File: src/rtl/ex1_vector_sweeper_if.sv
// Interface bundling the sweeper's control/status handshake and the driven/observed vector lines.
// The master side is the environment; the slave side is the sweeper.
interface ex1_vector_sweeper_if;
  logic        start;
  logic        w;
  logic        x;
  logic        y;
  logic        z;
  logic        in_b;
  logic        in_g;
  logic        in_d;
  logic        busy;
  logic        done;
  logic        pass;
  logic [4:0]  err_cnt;
  logic [3:0]  first_err_vec;
  logic [15:0] fail_mask;

  modport master (
    output start, in_b, in_g, in_d,
    input  w, x, y, z, busy, done, pass, err_cnt, first_err_vec, fail_mask
  );

  modport slave (
    input  start, in_b, in_g, in_d,
    output w, x, y, z, busy, done, pass, err_cnt, first_err_vec, fail_mask
  );
endinterface

File: src/rtl/ex1_vector_sweeper.sv
// Sweeps all 16 {w,x,y,z} vectors, checks outB/outG/outD against f = y&w&(x|z).
// Optional per-vector failure mask enabled by defining EX1_FAIL_MASK_EN.
//
//  state  | meaning
//  IDLE   | waiting for start; results of last sweep held
//  SETTLE | current vector held while the logic under test settles
//  CMP    | compare cycle for the current vector
//  DONE   | sweep finished; done/pass published on the following cycle
module ex1_vector_sweeper #(
  parameter int SETTLE_CYC = 2
) (
  input logic               clk,
  input logic               rst,
  ex1_vector_sweeper_if.slave bus
);

  typedef enum logic [1:0] {IDLE, SETTLE, CMP, DONE} state_t;

  localparam logic [3:0] SETTLE_LAST = 4'(SETTLE_CYC - 1);

  state_t      state;
  state_t      next_state;
  logic [3:0]  vec;
  logic [3:0]  settle_cnt;
  logic [4:0]  err_cnt;
  logic [3:0]  first_err_vec;
  logic        pass;
  logic        busy;
  logic        done;
  logic        busy_d;
  logic        done_d;
  logic        golden;
  logic        mismatch;

  assign golden   = vec[1] & vec[3] & (vec[2] | vec[0]);
  assign mismatch = (bus.in_b != golden) | (bus.in_g != golden) | (bus.in_d != golden);

  always_ff @(posedge clk) begin
    if (rst) state <= IDLE;
    else     state <= next_state;
  end

  always_comb begin
    next_state = state;
    case (state)
      IDLE:    if (bus.start) next_state = SETTLE;
      SETTLE:  if (settle_cnt == SETTLE_LAST) next_state = CMP;
      CMP:     next_state = (vec == 4'hF) ? DONE : SETTLE;
      DONE:    next_state = IDLE;
      default: next_state = IDLE;
    endcase
  end

  always_comb begin
    busy_d = 1'b0;
    done_d = 1'b0;
    case (state)
      SETTLE, CMP: busy_d = 1'b1;
      DONE:        done_d = 1'b1;
      default:     ;
    endcase
  end

  // Status flags are registered from the state, so done and pass rise together.
  always_ff @(posedge clk) begin
    if (rst) begin
      vec           <= 4'h0;
      settle_cnt    <= 4'h0;
      err_cnt       <= 5'd0;
      first_err_vec <= 4'h0;
      pass          <= 1'b0;
      busy          <= 1'b0;
      done          <= 1'b0;
    end else begin
      busy <= busy_d;
      done <= done_d;
      case (state)
        IDLE: begin
          if (bus.start) begin
            vec           <= 4'h0;
            settle_cnt    <= 4'h0;
            err_cnt       <= 5'd0;
            first_err_vec <= 4'h0;
            pass          <= 1'b0;
          end
        end
        SETTLE: settle_cnt <= settle_cnt + 4'd1;
        CMP: begin
          if (mismatch) begin
            err_cnt <= err_cnt + 5'd1;
            if (err_cnt == 5'd0) first_err_vec <= vec;
          end
          if (vec != 4'hF) begin
            vec        <= vec + 4'd1;
            settle_cnt <= 4'h0;
          end
        end
        DONE: begin
          pass <= (err_cnt == 5'd0);
          vec  <= 4'h0;
        end
        default: ;
      endcase
    end
  end

`ifdef EX1_FAIL_MASK_EN
  logic [15:0] fail_mask;

  always_ff @(posedge clk) begin
    if (rst) begin
      fail_mask <= 16'h0000;
    end else if (state == IDLE && bus.start) begin
      fail_mask <= 16'h0000;
    end else if (state == CMP && mismatch) begin
      fail_mask[vec] <= 1'b1;
    end
  end

  assign bus.fail_mask = fail_mask;
`else
  assign bus.fail_mask = 16'h0000;
`endif

  assign bus.w             = vec[3];
  assign bus.x             = vec[2];
  assign bus.y             = vec[1];
  assign bus.z             = vec[0];
  assign bus.busy          = busy;
  assign bus.done          = done;
  assign bus.pass          = pass;
  assign bus.err_cnt       = err_cnt;
  assign bus.first_err_vec = first_err_vec;

endmodule

File: src/flat_wrapper.sv
// flat-port wrapper written by rule: the top's interface ports become plain ports
module ex1_vector_sweeper_flat 
#(
  parameter int SETTLE_CYC = 2
)
  (clk, rst, bus_start, bus_in_b, bus_in_g, bus_in_d, bus_w, bus_x, bus_y, bus_z, bus_busy, bus_done, bus_pass, bus_err_cnt, bus_first_err_vec, bus_fail_mask);
  ex1_vector_sweeper_if bus_i ();
  input logic clk;
  input logic rst;
  input wire logic [$bits(bus_i.start)-1:0] bus_start;
  input wire logic [$bits(bus_i.in_b)-1:0] bus_in_b;
  input wire logic [$bits(bus_i.in_g)-1:0] bus_in_g;
  input wire logic [$bits(bus_i.in_d)-1:0] bus_in_d;
  output wire logic [$bits(bus_i.w)-1:0] bus_w;
  output wire logic [$bits(bus_i.x)-1:0] bus_x;
  output wire logic [$bits(bus_i.y)-1:0] bus_y;
  output wire logic [$bits(bus_i.z)-1:0] bus_z;
  output wire logic [$bits(bus_i.busy)-1:0] bus_busy;
  output wire logic [$bits(bus_i.done)-1:0] bus_done;
  output wire logic [$bits(bus_i.pass)-1:0] bus_pass;
  output wire logic [$bits(bus_i.err_cnt)-1:0] bus_err_cnt;
  output wire logic [$bits(bus_i.first_err_vec)-1:0] bus_first_err_vec;
  output wire logic [$bits(bus_i.fail_mask)-1:0] bus_fail_mask;
  assign bus_i.start = bus_start;
  assign bus_i.in_b = bus_in_b;
  assign bus_i.in_g = bus_in_g;
  assign bus_i.in_d = bus_in_d;
  assign bus_w = bus_i.w;
  assign bus_x = bus_i.x;
  assign bus_y = bus_i.y;
  assign bus_z = bus_i.z;
  assign bus_busy = bus_i.busy;
  assign bus_done = bus_i.done;
  assign bus_pass = bus_i.pass;
  assign bus_err_cnt = bus_i.err_cnt;
  assign bus_first_err_vec = bus_i.first_err_vec;
  assign bus_fail_mask = bus_i.fail_mask;
  ex1_vector_sweeper #(.SETTLE_CYC(SETTLE_CYC)) u_core (.clk(clk), .rst(rst), .bus(bus_i));
endmodule
File: config.mk
export PLATFORM = sky130hd
export DESIGN_NAME = ex1_vector_sweeper_flat
export DESIGN_NICKNAME = d
export VERILOG_FILES = /design/src/rtl/ex1_vector_sweeper_if.sv /design/src/rtl/ex1_vector_sweeper.sv /design/src/flat_wrapper.sv
export SDC_FILE = /design/constraint.sdc
export NUM_CORES = 1
export LEC_CHECK = 0
export ABC_AREA = 1
export CORE_UTILIZATION = 45
export DETAILED_ROUTE_END_ITERATION = 12
export DONT_BUFFER_PORTS = 1
export SLEW_MARGIN = 20
export SYNTH_ARGS = -nofsm -noshare
export SYNTH_HDL_FRONTEND = slang
export SYNTH_SLANG_ARGS = --single-unit
File: constraint.sdc
create_clock -name clk -period 4.2 [get_ports clk]
set_clock_uncertainty 0.05 [all_clocks]
set_input_delay 0.42 -clock clk [delete_from_list [all_inputs] [get_ports clk]]
set_output_delay 0.42 -clock clk [all_outputs]
set_load 0.05 [all_outputs]
==> results of run 1 <==
## critical path, stage by stage (launching register included)
cell     delay (ns)
dfxtp_1        0.36
inv_1          0.11
ha_1           0.52
nand2_1        0.21
nor2_4         0.22
nor2_4         0.07
inv_2          0.11
o21ai_4        0.08
nor3b_2        0.19
## cell type report
cell class	instances	area [um2]	area share
Clock buffer	3	22.5	0.0149
Clock inverter	1	30.0	0.0199
Inverter	33	124	0.0820
Multi-Input combinational cell	147	840	0.555
Sequential cell	22	440	0.291
Tap cell	44	55.1	0.0364
## final timing paths
kind | endpoint | slack, ns
min | u_core.bus.err_cnt[2] | 0.1
max reg2reg | u_core.vec[2] | 2.23
max | u_core.vec[2] | 2.23
min reg2reg | u_core.state[1] | 0.47
## flip-flops by register name, indices dropped and copies added, names as in the netlist
name	flops
u_core.vec	4
u_core.bus.pass	1
u_core.settle_cnt	4
u_core.bus.err_cnt	5
u_core.state	2
u_core.bus.done	1
u_core.bus.busy	1
u_core.bus.first_err_vec	4
## cell families after synthesis
logic type	Yosys count	share of synthesized area
xor gates and xnor gates	1	0.00583
other	1	0.00250
DFF	22	0.293
and+or+nand+nor	98	0.350
buffers and inverters	53	0.186
AOI/OAI and AO/OA	23	0.0883
adders and majority gates	9	0.0749
## cells in the mapped netlist (all sizes together)
cell type  number  area (um2)
o21ai          10        65.1
nor2           31         166
inv            33         124
nor3b           3        37.5
nand3          12        85.1
nor3            3        20.0
a21oi          12        60.1
xnor2           1        8.76
ha              9         113
conb            1        3.75
nand2          45         191
clkbuf          1        13.8
nand4           4        25.0
o21bai          1        7.51
dfxtp          22         440
buf            19         141
## metrics by stage
stage	utilization	hold WS, ns	cell area, um2	power, uW	setup slack, ns
2_1_floorplan	-	0.421	1560	853	2.49
3_3_place_gp	0.470	0.442	1460	906	2.35
3_5_place_dp	0.470	0.444	1460	912	2.25
4_1_cts	0.487	0.0836	1510	1080	2.22
5_1_grt	0.487	0.0684	1510	1160	2.05
6_report	0.487	0.0987	1510	1070	2.23
## cell usage in the layout, fill, tap and decap left out
cell       count
dfxtp_1       22
nor2_2         1
xnor2_1        1
nor3b_2        3
o21ai_4        1
o21ai_2        1
nor3_1         2
nand2_4        3
nor2_1        26
inv_2          4
nand4_1        4
a21oi_1       12
nor2_4         2
o21bai_1       1
clkbuf_4       3
bufinv_16      1
conb_1        16
nand3_1       10
ha_1           9
nand2_1       42
nor3_2         1
o21ai_0        8
inv_1         29
nand3_4        2
nor2_8         2
## power by group
part	switching (uW)	total (uW)	internal [uW]
Clock	69.3	166	96.5
Sequential	182	444	262
Combinational	311	461	150
## metal layers
metal	part of all wire	GRT usage	up-vias
met1	0.47	0.203	517
met3	0.032	0.0303	4
met2	0.49	0.267	22
met5	0	0	-
li1	-	-	612
met4	0.012	0.0698	0
==> out/qor.csv, run 1 <==
stage,metric,value,unit
run_status,status,finished clean,
worst_setup_path,reg2reg_depth,8,
die,fp.dieH,59.8,um
placement,place_congestion,0.809,
clock_network,htreeDepth,1,
worst_setup_path,startpoint,u_core.state[0],
timing,setup_violations,0,
final_layout,nFillCells,325,
synthesis,syn-cell-area,1500,um2
route,drcViolationCount,0,
clock_network,cts_setup_buffers,0,
worst_setup_path,worst_ep_arrival_time,2.18,ns
worst_setup_path,path_class,flip-flop to flip-flop,
global_route,grt_max_degree,14,
route,avgRoutedWirePerCell,10.7,um
synthesis,ys_ff_latch,22,
route,wl,2670,um
pwr,power.leakage,0.000683,uW
timing,final.min_clock_period,1.97,ns
global_route,antenna_found_initial,0,
clock_network,cts_resized,0,
route,detail_route.first_pass.iterations,4,
hold_path,min_path_cells,1,
global_route,grt.overflow.total,0,
pwr,ir_drop,0.247,mV
timing,fin_crit_sh,0.469,
global_route,grt_pass1_wl,4310,um
clock_network,clk_latency,0.32,ns
timing,final-hold-violation-count,0,
final_layout,layout-drive-gt1-share,0.117,
timing,tns,0,ns
clock_network,cts_root_buffer,clkbuf_4,
global_route,grtUsageTotal,0.161,
timing,rsz0062_at_grt,false,
job,timing.max_cap.violations,0,
final_layout,num-nets-final,222,
hold_path,worstHoldStart,rst,
clock_network,cts.sinks,22,
final_layout,diodes,0,
synthesis,synth_cells,207,
timing,worst_pin_slew,0.691,ns
route,drtIter0Drc,71,
timing,slew-limit-headroom,0.539,
placement,io_buffer_count,0,
die,io_pins,38,
route,vias,1155,
synthesis,yosysUniqueCellTypes,27,
synthesis,ys_seq_area_frac,0.293,
clock_network,hold_buffers,0,
timing,fmax,507,MHz
worst_setup_path,end_kind,flip-flop,
die,rows,20,
final_layout,stdcell_count,250,
hold_path,hp-class,input port to flip-flop,
die,core,3100,um2
die,die_area,3570,um2
route,viasPerCell,4.62,
final_layout,area_delta_synth_final,0.583,%
synthesis,syn-mean-instance-area,7.26,um2
placement,placed_cells,246,
synthesis,ys_warn_count,0,
worst_setup_path,start_kind,flip-flop,
die,initial_core_util,0.484,
route,ant_nets,0,
worst_setup_path,crit_fanout,11,
clock_network,tritoncts,done,
clock_network,numCtsBuffers,3,
placement,dpl.hpwl,2070,um
clock_network,cts_buffer_depth,2,
worst_setup_path,r2r-start,u_core.state[0],
clock_network,clk_pin_slew_worst_paths,0.13,ns
timing,slew_viol_final,0,
global_route,grt_pass1_vias,1001,
worst_setup_path,required,4.41,ns
pwr,power_density,709,nW/um2
die,die_w,59.8,um
(Power assumes the default switching activity.)
==> run 2: changes to the inputs <==
clock period = 1.95 ns   (was 4.2 ns; I/O delays follow)
==> run 2 against run 1 <==
Compared with the run above: routed wire length up 2.7%; first-iteration DRC count down 4.2%; hold slack better by 0.051 ns; highest routed layer unchanged.
==> out/qor.csv, run 2 (synthesis results as in run 1) <==
stage,metric,value,unit,change
route,drcViolationCount,0,,unchanged
timing,fin_crit_sh,0.875,,+0.405
final_layout,stdcell_count,260,,+4.0%
final_layout,regMostFlops,u_core.bus.err_cnt,,
timing,tns,0,ns,unchanged
timing,slew_viol_final,0,,unchanged
worst_setup_path,worst_ep_arrival_time,1.90,ns,-0.28 ns
global_route,grt.overflow.total,0,,unchanged
die,rows,20,,unchanged
worst_setup_path,required,2.14,ns,-2.27 ns
route,wl,2740,um,+2.7%
clock_network,htreeDepth,1,,unchanged
worst_setup_path,crit_fanout,5,,-6
final_layout,area_delta_synth_final,4.25,%,
clock_network,cts_buffer_depth,2,,unchanged
hold_path,min_path_cells,4,,+3
die,io_pins,38,,unchanged
pwr,power_density,1410,nW/um2,+99%
final_layout,nFillCells,323,,-0.62%
route,avgRoutedWirePerCell,10.5,um,-1.3%
placement,placed_cells,256,,+4.1%
pwr,power.leakage,0.000727,uW,+6.4%
clock_network,clk_pin_slew_worst_paths,0.12,ns,about the same
worst_setup_path,path_class,flip-flop to flip-flop,,
timing,setup_violations,0,,unchanged
die,fp.dieH,59.8,um,unchanged
clock_network,cts.sinks,22,,unchanged
worst_setup_path,reg2reg_depth,8,,unchanged
final_layout,num-nets-final,233,,+5.0%
final_layout,diodes,0,,unchanged
global_route,grt_pass1_vias,1062,,+6.1%
clock_network,cts_root_buffer,clkbuf_4,,
global_route,antenna_found_initial,0,,unchanged
run_status,status,finished clean,,
placement,io_buffer_count,0,,unchanged
timing,fmax,586,MHz,+16%
die,initial_core_util,0.484,,unchanged
worst_setup_path,start_kind,flip-flop,,
timing,final-hold-violation-count,0,,unchanged
route,ant_nets,0,,unchanged
global_route,grt_pass1_wl,4530,um,+5.1%
route,vias,1203,,+4.2%
final_layout,largest_reg_flops,5,,unchanged
pwr,ir_drop,0.501,mV,+100%
final_layout,final_area,1570,um2,+3.6%
final_layout,layout_common_cells,"42 x nand2_1, 29 x inv_1, 26 x nor2_1, 22 x dfxtp_1, 16 x conb_1",,
timing,slew-limit-headroom,0.655,,+0.117
die,core,3100,um2,unchanged
global_route,grtUsageTotal,0.169,,+0.00790
clock_network,numCtsBuffers,3,,unchanged
route,detail_route.first_pass.iterations,4,,unchanged
timing,worst_pin_slew,0.517,ns,-0.175 ns
final_layout,final_common_cell,nand2_1,,
timing,final.min_clock_period,1.71,ns,-0.266 ns
placement,place_congestion,0.846,,+4.6%
die,die_area,3570,um2,unchanged
worst_setup_path,end_kind,flip-flop,,
job,timing.max_cap.violations,0,,unchanged
final_layout,layout-drive-gt1-share,0.153,,+0.0363
die,die_w,59.8,um,unchanged
route,viasPerCell,4.63,,+0.15%
clock_network,clk_latency,0.30,ns,-0.02 ns
hold_path,hp-class,input port to flip-flop,,
route,drtIter0Drc,68,,-4.2%
placement,dpl.hpwl,2170,um,+4.8%
global_route,grt_max_degree,12,,-2
timing,rsz0062_at_grt,false,,
clock_network,tritoncts,done,,
placement,placedInstanceArea,1530,um2,+5.1%
## run 2: cell count changes in the layout (fill, tap and decap cells not counted), sizes merged
cell / before / now
bufinv: 1 / 0
dlygate4sd3: 0 / 1
buf: 0 / 10
## run 2: power breakdown
group / internal, uW / switching, uW
Sequential: 566 / 280
Clock: 72.0 / 130
Combinational: 365 / 800
Total: 1000 / 1210
## run 2: worst max-delay path: stages (launching register included)
cell and delay (ns):
dfxtp_1 0.36, inv_1 0.11, ha_1 0.32, nand2_1 0.17, nor2_4 0.19, nor2_4 0.07
inv_2 0.12, o21ai_4 0.08, nor3b_2 0.19
## run 2: final cells by class
cell class                      count  area [um2]  area share
Inverter                           33         124      0.0791
Sequential cell                    22         440       0.281
Multi-Input combinational cell    147         840       0.536
Timing Repair Buffer               11        85.1      0.0543
Tap cell                           44        55.1      0.0351
Clock buffer                        3        22.5      0.0144
## run 2: layer usage
metal | track usage | vias to the layer above | routed length [um]
li1 | - | 630 | -
met5 | 0 | - | 0
met4 | 0.0698 | 0 | 19
met2 | 0.303 | 22 | 1410
met3 | 0.0281 | 2 | 97
met1 | 0.197 | 549 | 1220
## run 2: stage by stage
step | utilization | hold slack (ns) | setup slack, ns | power [uW]
after floorplan | - | 0.400 | 0.238 | 1840
after CTS | 0.505 | 0.138 | 0.252 | 2240
after global routing | 0.505 | 0.159 | 0.0999 | 2400
final | 0.505 | 0.150 | 0.244 | 2210
after global placement | 0.494 | 0.217 | 0.357 | 2000
after detailed placement | 0.494 | 0.218 | 0.277 | 2020
## run 2: worst paths after layout
| check | startpoint | slack [ns] | to |
|---|---|---|---|
| max | u_core.state[0] | 0.24 | u_core.vec[2] |
| min | bus_start | 0.15 | u_core.state[0] |
| min reg2reg | u_core.bus.err_cnt[3] | 0.47 | u_core.bus.err_cnt[3] |
| max reg2reg | u_core.state[0] | 0.24 | u_core.vec[2] |
## run 2: repair_timing
action | in CTS | in global routing
gates resized for setup | 0 | 0
hold buffers | 1 | 0
buffers inserted | 0 | 0
endpoints found under the hold margin | 9 | 0
==> run 3: changes to the inputs <==
ABC_CLOCK_PERIOD_IN_PS = 1950   (was unset)
CORE_MARGIN = 5   (was unset)
MAX_ROUTING_LAYER = met4   (was unset)
==> run 3 against run 2 <==
Compared with the run above: utilization is 2.3 points lower; die area grew 29%; non-clock buffer count unchanged; first-iteration DRC count rose by 1.5%; hold slack worse by 0.14 ns; global-route usage decreased by 3.4 points; maximum frequency grew 8.2%; critical path depth did not move; largest power group unchanged.
==> out/qor.csv, run 3 (synthesis results as in run 1) <==
stage,metric,value,unit,change
pwr,power_frac_comb,0.513,,-0.013
pwr,switching_share,0.535,,-0.0114
timing,rsz0062_at_grt,false,,
placement,io_buffer_count,0,,unchanged
route,wl,2720,um,-0.69%
placement,place_congestion,0.828,,-2.2%
clock_network,cts_root_buffer,clkbuf_4,,
worst_setup_path,end_kind,flip-flop,,
worst_setup_path,cp_slowest_cell,dfxtp_1,,
die,die_w,67.8,um,+13%
clock_network,cts_buffer_depth,2,,unchanged
worst_setup_path,r2r_slack,0.37,ns,+0.13 ns
pwr,p_switching,1200,uW,-0.61%
pwr,power.leakage,0.000735,uW,+0.99%
worst_setup_path,worst_ep_arrival_time,1.75,ns,-0.15 ns
pwr,power_density,1420,nW/um2,+0.46%
final_layout,final_common_cell,nand2_1,,
route,avgRoutedWirePerCell,10.3,um,-1.8%
global_route,grt_max_degree,13,,+1
route,vias,1176,,-2.2%
die,fp.dieH,67.8,um,+13%
die,core,3280,um2,+5.8%
timing,slew_viol_final,0,,unchanged
pwr,pwr-share-clk,0.114,,+0.023
final_layout,area_delta_synth_final,5.33,%,
timing,fin_crit_sh,0.808,,-0.0667
route,viasPerCell,4.47,,-3.4%
clock_network,clk_latency,0.31,ns,about the same
die,rows,21,,+5.0%
die,io_pins,38,,unchanged
final_layout,regMostFlops,u_core.bus.err_cnt,,
worst_setup_path,required,2.12,ns,-0.02 ns
job,timing.max_cap.violations,0,,unchanged
placement,placedInstanceArea,1540,um2,+0.16%
worst_setup_path,start_kind,flip-flop,,
route,drtIter0Drc,69,,+1.5%
route,drcViolationCount,0,,unchanged
pwr,intPower,1040,uW,+4.1%
route,detail_route.first_pass.iterations,4,,unchanged
global_route,grt.overflow.total,0,,unchanged
worst_setup_path,slowest_delay,0.40,ns,+0.04 ns
pwr,p_seq_frac,0.373,,-0.009
run_status,status,finished clean,,
timing,fmax,635,MHz,+8.2%
timing,tns,0,ns,unchanged
global_route,antenna_found_initial,0,,unchanged
timing,worst_pin_slew,0.512,ns,-0.00431 ns
final_layout,layout_common_cells,"42 x nand2_1, 29 x inv_1, 26 x nor2_1, 22 x dfxtp_1, 16 x conb_1",,
timing,final.min_clock_period,1.58,ns,-0.130 ns
placement,dpl.hpwl,2140,um,-1.6%
global_route,grtUsageTotal,0.135,,-0.0345
global_route,grt_pass1_vias,1069,,+0.66%
timing,final-hold-violation-count,0,,unchanged
hold_path,hp-class,input port to flip-flop,,
route,ant_nets,0,,unchanged
clock_network,tritoncts,done,,
clock_network,clk_pin_slew_worst_paths,0.13,ns,about the same
clock_network,htreeDepth,1,,unchanged
die,die_area,4590,um2,+29%
final_layout,num-nets-final,233,,unchanged
timing,setup_violations,0,,unchanged
worst_setup_path,path_cells,inv_1 > ha_1 > inv_2 > nor2_8 > nor3_2 > nand2_1 > nor2_1 > nor3b_2,,
worst_setup_path,crit_fanout,4,,-1
worst_setup_path,path_class,flip-flop to flip-flop,,
final_layout,diodes,0,,unchanged
die,initial_core_util,0.458,,-0.0268
pwr,ir_drop,0.835,mV,+66%
clock_network,numCtsBuffers,3,,unchanged
timing,slew-limit-headroom,0.658,,+0.00288
final_layout,layout-drive-gt1-share,0.157,,+0.00390
final_layout,final_area,1580,um2,+1.0%
global_route,grt_pass1_wl,4600,um,+1.5%
final_layout,largest_reg_flops,5,,unchanged
clock_network,cts.sinks,22,,unchanged
clock_network,cts_resized,0,,unchanged
==> run 3: changes by cell type in the layout (fill, tap and decap cells not counted) <==
cell      previous run  this run
clkbuf_8             0         1
==> run 3: stage by stage <==
stage	hold slack (ns)	util	cells	power [uW]	worst slack (ns)
finish	0.00519	0.482	263	2250	0.374
global route	0.0182	0.482	263	2460	0.228
CTS	0.00160	0.482	263	2270	0.370
detailed placement	0.218	0.468	258	2000	0.385
global placement	0.217	0.468	258	2010	0.431
floorplan	0.400	-	222	1840	0.238
==> run 3: final timing paths <==
| check | from | endpoint | cells after the start |
|---|---|---|---|
| worst max-delay path | u_core.state[0] | u_core.settle_cnt[3] | 8 |
| worst min-delay path | rst | u_core.bus.err_cnt[0] | 3 |
| worst max register to register | u_core.state[0] | u_core.settle_cnt[3] | 8 |
| worst min register to register | u_core.bus.err_cnt[3] | u_core.bus.err_cnt[3] | 2 |
==> run 3: per-layer routing <==
metal | share of wire | vias to the layer above | GRT usage
met5 | 0 | - | -
met4 | 0.0081 | 0 | 0.0471
met3 | 0.076 | 2 | 0.0383
met2 | 0.48 | 29 | 0.214
met1 | 0.43 | 517 | 0.163
li1 | - | 628 | -
==> run 3: power by group through the flow <==
| stage | Clock [uW] | Sequential, uW | Combinational (uW) |
|---|---|---|---|
| finish | 256 | 837 | 1150 |
| global route | 283 | 852 | 1320 |
| CTS | 267 | 838 | 1170 |
| detailed placement | 0 | 848 | 1160 |
| global placement | 0 | 847 | 1160 |
| floorplan | 0 | 941 | 896 |
==> run 3: what timing repair did <==
| action | in CTS | in global routing |
|---|---|---|
| endpoints found under the hold margin | 8 | 0 |
| buffers inserted | 0 | 0 |
| hold buffers | 1 | 0 |
==> run 3: layout make-up <==
type,count,area (um2)
Fill cell,345,1700
Clock buffer,4,36.3
Timing Repair Buffer,11,85.1
Tap cell,46,57.6
Sequential cell,22,440
Inverter,33,124
Multi-Input combinational cell,147,840
==> run 3: critical path, delay by kind of cell, from the launching register on <==
kind | cells | cell delay, ns
AND/OR/NAND/NOR | 5 | 0.55
buffers and inverters | 2 | 0.21
adder cells (fa/ha/maj) | 1 | 0.28
flip-flops | 1 | 0.40
